### src/rtl/fetch_unit_if.sv
// Instruction-fetch bus: PC/instruction to memory, control inputs, IF/ID register outputs.
// The master modport is the fetch unit's view; slave is the surrounding pipeline/memory.
interface fetch_unit_if;
    logic [7:0] pc_out;
    logic [7:0] instr_in;
    logic       stall;
    logic       branch_taken;
    logic [7:0] branch_target;
    logic [7:0] if_instr;
    logic [7:0] if_pc;
    logic       if_valid;
    logic       halted;

    modport master (
        output pc_out, if_instr, if_pc, if_valid, halted,
        input  instr_in, stall, branch_taken, branch_target
    );

    modport slave (
        input  pc_out, if_instr, if_pc, if_valid, halted,
        output instr_in, stall, branch_taken, branch_target
    );
endinterface

### src/rtl/fetch_unit.sv
// Single-stage instruction fetch with early jump resolution, stall, branch redirect
// and halt on out-of-range PC. Fills the IF/ID register one cycle after the PC read.
module fetch_unit #(
    parameter logic [7:0]  RESET_PC  = 8'd0,
    parameter int unsigned MEM_DEPTH = 32
) (
    input logic          clk,
    input logic          reset,
    fetch_unit_if.master bus
);
    typedef enum logic {S_RUN, S_HALT} state_e;

    state_e     state_q, state_d;
    logic [7:0] pc_q, pc_d;
    logic [7:0] if_instr_q, if_instr_d;
    logic [7:0] if_pc_q, if_pc_d;
    logic       if_valid_q, if_valid_d;

    logic       is_jump;
    logic [7:0] jump_target;
    logic [7:0] seq_next;

    function automatic logic out_of_range(input logic [7:0] addr);
        return 32'(addr) >= MEM_DEPTH;
    endfunction

    always_ff @(posedge clk) begin
        if (reset) begin
            state_q    <= S_RUN;
            pc_q       <= RESET_PC;
            if_instr_q <= '0;
            if_pc_q    <= '0;
            if_valid_q <= 1'b0;
        end else begin
            state_q    <= state_d;
            pc_q       <= pc_d;
            if_instr_q <= if_instr_d;
            if_pc_q    <= if_pc_d;
            if_valid_q <= if_valid_d;
        end
    end

    always_comb begin
        is_jump     = (bus.instr_in[7:6] == 2'b11);
        jump_target = pc_q + 8'd1 + {{2{bus.instr_in[5]}}, bus.instr_in[5:0]};
        seq_next    = is_jump ? jump_target : pc_q + 8'd1;
    end

    always_comb begin
        state_d    = state_q;
        pc_d       = pc_q;
        if_instr_d = if_instr_q;
        if_pc_d    = if_pc_q;
        if_valid_d = if_valid_q;
        if (bus.branch_taken) begin
            pc_d       = bus.branch_target;
            if_valid_d = 1'b0;
            state_d    = out_of_range(bus.branch_target) ? S_HALT : S_RUN;
        end else begin
            case (state_q)
                S_HALT: if_valid_d = 1'b0;
                S_RUN: begin
                    // Only reachable with an out-of-range PC straight after reset.
                    if (out_of_range(pc_q)) begin
                        state_d    = S_HALT;
                        if_valid_d = 1'b0;
                    end else if (!bus.stall) begin
                        if_instr_d = bus.instr_in;
                        if_pc_d    = pc_q;
                        if_valid_d = 1'b1;
                        pc_d       = seq_next;
                        if (out_of_range(seq_next)) state_d = S_HALT;
                    end
                end
                default: state_d = S_RUN;
            endcase
        end
    end

    always_comb begin
        bus.pc_out   = pc_q;
        bus.if_instr = if_instr_q;
        bus.if_pc    = if_pc_q;
        bus.if_valid = if_valid_q;
        bus.halted   = (state_q == S_HALT);
    end
endmodule

### src/flat_wrapper.sv
// flat-port wrapper written by rule: the top's interface ports become plain ports
module fetch_unit_flat 
#(
    parameter logic [7:0]  RESET_PC  = 8'd0,
    parameter int unsigned MEM_DEPTH = 32
)
  (clk, reset, bus_pc_out, bus_if_instr, bus_if_pc, bus_if_valid, bus_halted, bus_instr_in, bus_stall, bus_branch_taken, bus_branch_target);
  fetch_unit_if bus_i ();
  input logic clk;
  input logic reset;
  output wire logic [$bits(bus_i.pc_out)-1:0] bus_pc_out;
  output wire logic [$bits(bus_i.if_instr)-1:0] bus_if_instr;
  output wire logic [$bits(bus_i.if_pc)-1:0] bus_if_pc;
  output wire logic [$bits(bus_i.if_valid)-1:0] bus_if_valid;
  output wire logic [$bits(bus_i.halted)-1:0] bus_halted;
  input wire logic [$bits(bus_i.instr_in)-1:0] bus_instr_in;
  input wire logic [$bits(bus_i.stall)-1:0] bus_stall;
  input wire logic [$bits(bus_i.branch_taken)-1:0] bus_branch_taken;
  input wire logic [$bits(bus_i.branch_target)-1:0] bus_branch_target;
  assign bus_pc_out = bus_i.pc_out;
  assign bus_if_instr = bus_i.if_instr;
  assign bus_if_pc = bus_i.if_pc;
  assign bus_if_valid = bus_i.if_valid;
  assign bus_halted = bus_i.halted;
  assign bus_i.instr_in = bus_instr_in;
  assign bus_i.stall = bus_stall;
  assign bus_i.branch_taken = bus_branch_taken;
  assign bus_i.branch_target = bus_branch_target;
  fetch_unit #(.RESET_PC(RESET_PC), .MEM_DEPTH(MEM_DEPTH)) u_core (.clk(clk), .reset(reset), .bus(bus_i));
endmodule
### config.mk
export PLATFORM = sky130hd
export DESIGN_NAME = fetch_unit_flat
export DESIGN_NICKNAME = d
export VERILOG_FILES = /design/src/rtl/fetch_unit_if.sv /design/src/rtl/fetch_unit.sv /design/src/flat_wrapper.sv
export SDC_FILE = /design/constraint.sdc
export NUM_CORES = 1
export LEC_CHECK = 0
export BUFFER_PORTS_ARGS = -buffer_cell sky130_fd_sc_hd__buf_4
export CAP_MARGIN = 20
export CORE_ASPECT_RATIO = 1.4
export CORE_UTILIZATION = 45
export DETAILED_ROUTE_END_ITERATION = 10
export PLACE_DENSITY_LB_ADDON = 0.1
export SLEW_MARGIN = 25
export SYNTH_ARGS = -nofsm -noshare
export SYNTH_HDL_FRONTEND = slang
export SYNTH_SLANG_ARGS = --single-unit
### constraint.sdc
create_clock -name clk -period 7.5 [get_ports clk]
set_input_delay 0.75 -clock clk [delete_from_list [all_inputs] [get_ports clk]]
set_output_delay 0.75 -clock clk [all_outputs]
set_load 0.01 [all_outputs]
# ---- Word level (Yosys, flattened, before mapping)
# Index checks and enable logic that the tools add are counted.
dict set report word_totals {
  in_bits 20
  wordCells 36
  output_inout_bits 26
  regBits 26
}
dict set report classes {
  n_addsub 2
  n_eq_ne 5
  bitwise_logic 4
  n_mux 14
  n_lt_le_gt_ge 3
  reduce_logical 3
}
# op count
set ops {}
lappend ops {{$mux W8} 5}
lappend ops {{$ge A8 B6 Y1 const B} 3}
lappend ops {{$add A8 B1 Y8 const B} 1}
lappend ops {{$add A8 B8 Y8} 1}
lappend ops {{$mux W1} 8}
lappend ops {{$ne A2 B2 Y1 const B} 2}
lappend ops {{$not A1 Y1} 4}
lappend ops {{$reduce_and A4 Y1} 1}
lappend ops {{$ne A3 B2 Y1 const B} 1}
lappend ops {{$reduce_and A3 Y1} 1}
lappend ops {{$eq A2 B2 Y1 const B} 1}
lappend ops {{$ne A2 B1 Y1 const B} 1}
lappend ops {{$pmux W1 S2} 1}
lappend ops {{$reduce_or A2 Y1} 1}

# ---- Logic depth before layout (Yosys ltp)
dict set report logic_depth {
  ltp_word 9
  mapped_depth 11
}

# ---- Least setup slack after synthesis
# Ideal clock, no wire load.
dict set report synth_timing {
  path_type {reg-to-reg}
  from {register u_core.pc_q[1] (netlist: u_core.bus.pc_out[1])}
  to {register u_core.pc_q[7] (netlist: u_core.bus.pc_out[7])}
  period_less_slack_ns 2.550
  arrival_time_ns 2.422
  required_ns 7.372
  setup_ns 0.128
  n_path_buf 0
  setup_slack_ns 4.950
  path_stages_with_launch 11
  path_cell_list {dfxtp_1 > ha_1 > nand2_1 > o21a_1 > or2_2 > ha_1 > a211o_1 > o22ai_1 > mux2i_1 > xnor2_1 > o22ai_1}
}
dict set report synth_between {
  elab_chain_len 7
  elab_cells_between_ends 10
  classes_between {2 x add/sub; 1 x order compare; 1 x eq/ne; 5 x mux; 1 x reduce/logical}
}
# element line_no
set synth_rtl {}
lappend synth_rtl {{from (decl)} fetch_unit.sv:14} ;# logic [7:0] pc_q, pc_d;
lappend synth_rtl {{from (signal assigned)} fetch_unit.sv:36} ;# pc_q <= pc_d;
lappend synth_rtl {{$add A8 B1 Y8} {fetch_unit.sv:45, fetch_unit.sv:46}}
lappend synth_rtl {{$add A8 B8 Y8} fetch_unit.sv:45} ;# jump_target = pc_q + 8'd1 + {{2{bus.instr_in[5]}}, bus.instr_in[5:0]};
lappend synth_rtl {{$mux W8} fetch_unit.sv:46} ;# seq_next = is_jump ? jump_target : pc_q + 8'd1;
lappend synth_rtl {{$mux W8} fetch_unit.sv:67} ;# end else if (!bus.stall) begin
lappend synth_rtl {{$mux W8} fetch_unit.sv:64} ;# if (out_of_range(pc_q)) begin
lappend synth_rtl {{$mux W8} fetch_unit.sv:60} ;# case (state_q)
lappend synth_rtl {{$mux W8} fetch_unit.sv:55} ;# if (bus.branch_taken) begin
# Several ways; a longest one is shown, not always the timed one. The select of a mux whose other input is x is not followed.
# A chain may end at the register's enable or synchronous reset.

# ---- Final worst setup path
# Same ends and word-level chain as after synthesis.

==> results_dict.tcl <==
set metrics [dict create \
    maxSlewViolCount 0 \
    synth_top_area_frac 0.350 \
    netlist_top_cells_area "dfxtp_1 (35%), nand2_1 (8.3%), ha_1 (7.6%)" \
    period_share 0.376 \
    layout_commonest_cell "buf_4" \
    start_util 0.476 \
    grt_pass1_wl_um 6290 \
    ant_nets 0 \
    yosys_warnings 0 \
    fin_skew_ps 2.90 \
    dieArea_um2 3540 \
    power.leakage_nw 0.819 \
    worst_skew_pair.late_latency_ps 270 \
    first_global_vias 1400 \
    placementRows 24 \
    root_buffer "clkbuf_8" \
    drc 0 \
    drt-initial-drc-count 47 \
    avgSynthCellArea_um2 8.13 \
    n_antenna_cell 0 \
    synth.largest_area_cell "dfxtp_1" \
    critPathBufInv 0 \
    cts_sinks 26 \
    cts_tree "done" \
    wl_per_cell_um 14.6 \
    syn-cell-area_um2 1490 \
    place.gp.congestion 0.907 \
    antenna_found_initial 0 \
    track_usage 0.230 \
    clkTransAtPathRegs_ps 90 \
    endpoint_kind "flop" \
    drt_pass1_iterations 4 \
    status "finished clean" \
    worst_slew_pin_slew_ps 856 \
    synth_seq_cells 26 \
    rsz0062_at_grt "false" \
    cp_slowest_cell "dfxtp_1" \
    max_stage_delay_ps 450 \
    worstSetupPathType "flop to flop" \
    numCtsBuffers 3 \
    hp-class "flop to flop" \
    crit_fanout 6 \
    hold_viol 0 \
    cts_buffer_depth 2 \
    arrival_ps 2980 \
    cts_resized 0 \
    fmax_ghz 0.354 \
    cp.required_ps 7660 \
    ir_worst_vdd_uv 113 \
    routed_wl_um 3810 \
    max_slew_margin 0.429 \
    nNetsFinal 254 \
    ctsHtreeMaxLevel 1 \
    hold_slack_ps 461 \
    area_growth_pct 27.8 \
    core_area_um2 3120 \
    die_w_um 50.6 \
    grt_max_degree 28 \
    cp_top_family "compound AO/OA/AOI/OAI gates" \
    postLayoutCoreUtil 0.609 \
    fill_cells 291 \
    r2r_slack_ps 4680 \
    syn-num-nets 213 \
    io_buffers 45 \
    synth_cell_types 41 \
    floorplan.die.height_um 70.0 \
    layout_common_cells "buf_4 (45), nand2_1 (33), dfxtp_1 (26)" \
    synthCells 183 \
    cts_setup_buffers 0 \
    cp-start-kind "flop" \
    hpwl_um 2900 \
    pwr_density_cell_nw_per_um2 184 \
    path_cells "ha_1 > nand2_1 > o21a_1 > or2_2 > ha_1 > a211o_1 > o22ai_1 > mux2i_1 > xnor2_1 > o22ai_1" \
    maxCapViolations 0 \
    timing.setup.tns_ps 0 \
    gr-total-overflow 0 \
    fin_crit_ps 2820 \
    via_per_inst 5.57 \
    num_io_pins 46 \
    ys_seq_area_frac 0.350 \
    finalSetupViolations 0 \
    route.vias.total 1459 \
    drive_above_1_share 0.242 \
    hold_buffers 0 \
]
-- sequential cells by signal, summed over array words and instances, names as in the netlist --
signal	cells
u_core.bus.halted	1
u_core.bus.if_instr	8
u_core.bus.if_pc	8
u_core.bus.if_valid	1
u_core.bus.pc_out	8
-- synth_stat cells (all sizes together) --
master    n
inv       4
fa        1
nor2b     4
or2       3
o211ai    1
clkbuf    4
xnor2     6
and3      1
or4       1
nor2     14
a211o     1
and2      1
ha        9
o21a      1
nor3b     4
o21bai    2
a221oi    1
nand2    33
dfxtp    26
nor3      6
buf       5
a211oi    6
o22ai     3
o21ai     7
xor2      2
a21o      2
nand3     4
nor4b     1
or3       1
mux2      1
mux2i     5
a21oi    18
a2111oi   1
o31ai     1
a222oi    3
-- report_power, final --
group | switching (mW) | leakage, nW | internal (mW)
clock network | 0.0439 | 0.0357 | 0.0714
logic | 0.0450 | 0.572 | 0.0395
registers | 0.00686 | 0.212 | 0.144
total | 0.0957 | 0.819 | 0.255
-- worst paths after layout --
check	cells after the start	start	endpoint
max	10	u_core.bus.pc_out[1]$_SDFFE_PP0P_	u_core.bus.pc_out[7]$_SDFFE_PP0P_
min	2	u_core.bus.if_pc[1]$_SDFFE_PP0P_	u_core.bus.if_pc[1]$_SDFFE_PP0P_
max reg2reg	10	u_core.bus.pc_out[1]$_SDFFE_PP0P_	u_core.bus.pc_out[7]$_SDFFE_PP0P_
min reg2reg	2	u_core.bus.if_pc[1]$_SDFFE_PP0P_	u_core.bus.if_pc[1]$_SDFFE_PP0P_
-- per-stage QoR --
stage | instance area [um2] | setup WS (ps) | total power, mW | cells
3_3_place_gp | 1830 | 4770 | 0.235 | 258
6_report | 1900 | 4680 | 0.350 | 262
2_1_floorplan | 1490 | 4950 | 0.207 | 183
5_1_grt | 1900 | 4560 | 0.368 | 262
3_5_place_dp | 1830 | 4720 | 0.237 | 258
4_1_cts | 1900 | 4690 | 0.354 | 262
-- cells by family after synthesis --
kind of cell / count (synthesis) / share of synthesized area
AND/OR/NAND/NOR: 73 / 0.230
AO/OA/AOI/OAI: 47 / 0.204
multiplexers: 6 / 0.0412
XOR/XNOR: 8 / 0.0471
flip-flops: 26 / 0.350
buffers and inverters: 13 / 0.0395
adder cells (fa/ha/maj): 10 / 0.0892
-- metal layers --
metal	track usage	vias up	wire length, um
li1	-	728	-
met1	0.280	661	1580
met2	0.396	58	1890
met3	0.0218	12	206
met4	0.111	0	131
met5	0	-	0
-- worst min-delay path: stages (launching register included) --
cell and delay, ps:
dfxtp_1 320, nand2_1 50, a21oi_1 50
-- layout make-up --
type,count,area [um2],share of cell area
inverters,4,15.0,0.00789
flip-flops and latches,26,520,0.274
repair buffers,45,338,0.178
clock buffers,3,41.3,0.0217
well taps,39,48.8,0.0257
multi-input cells,144,908,0.478
clock inverters,1,30.0,0.0158
No activity file was read; power rests on OpenSTA's default activity.
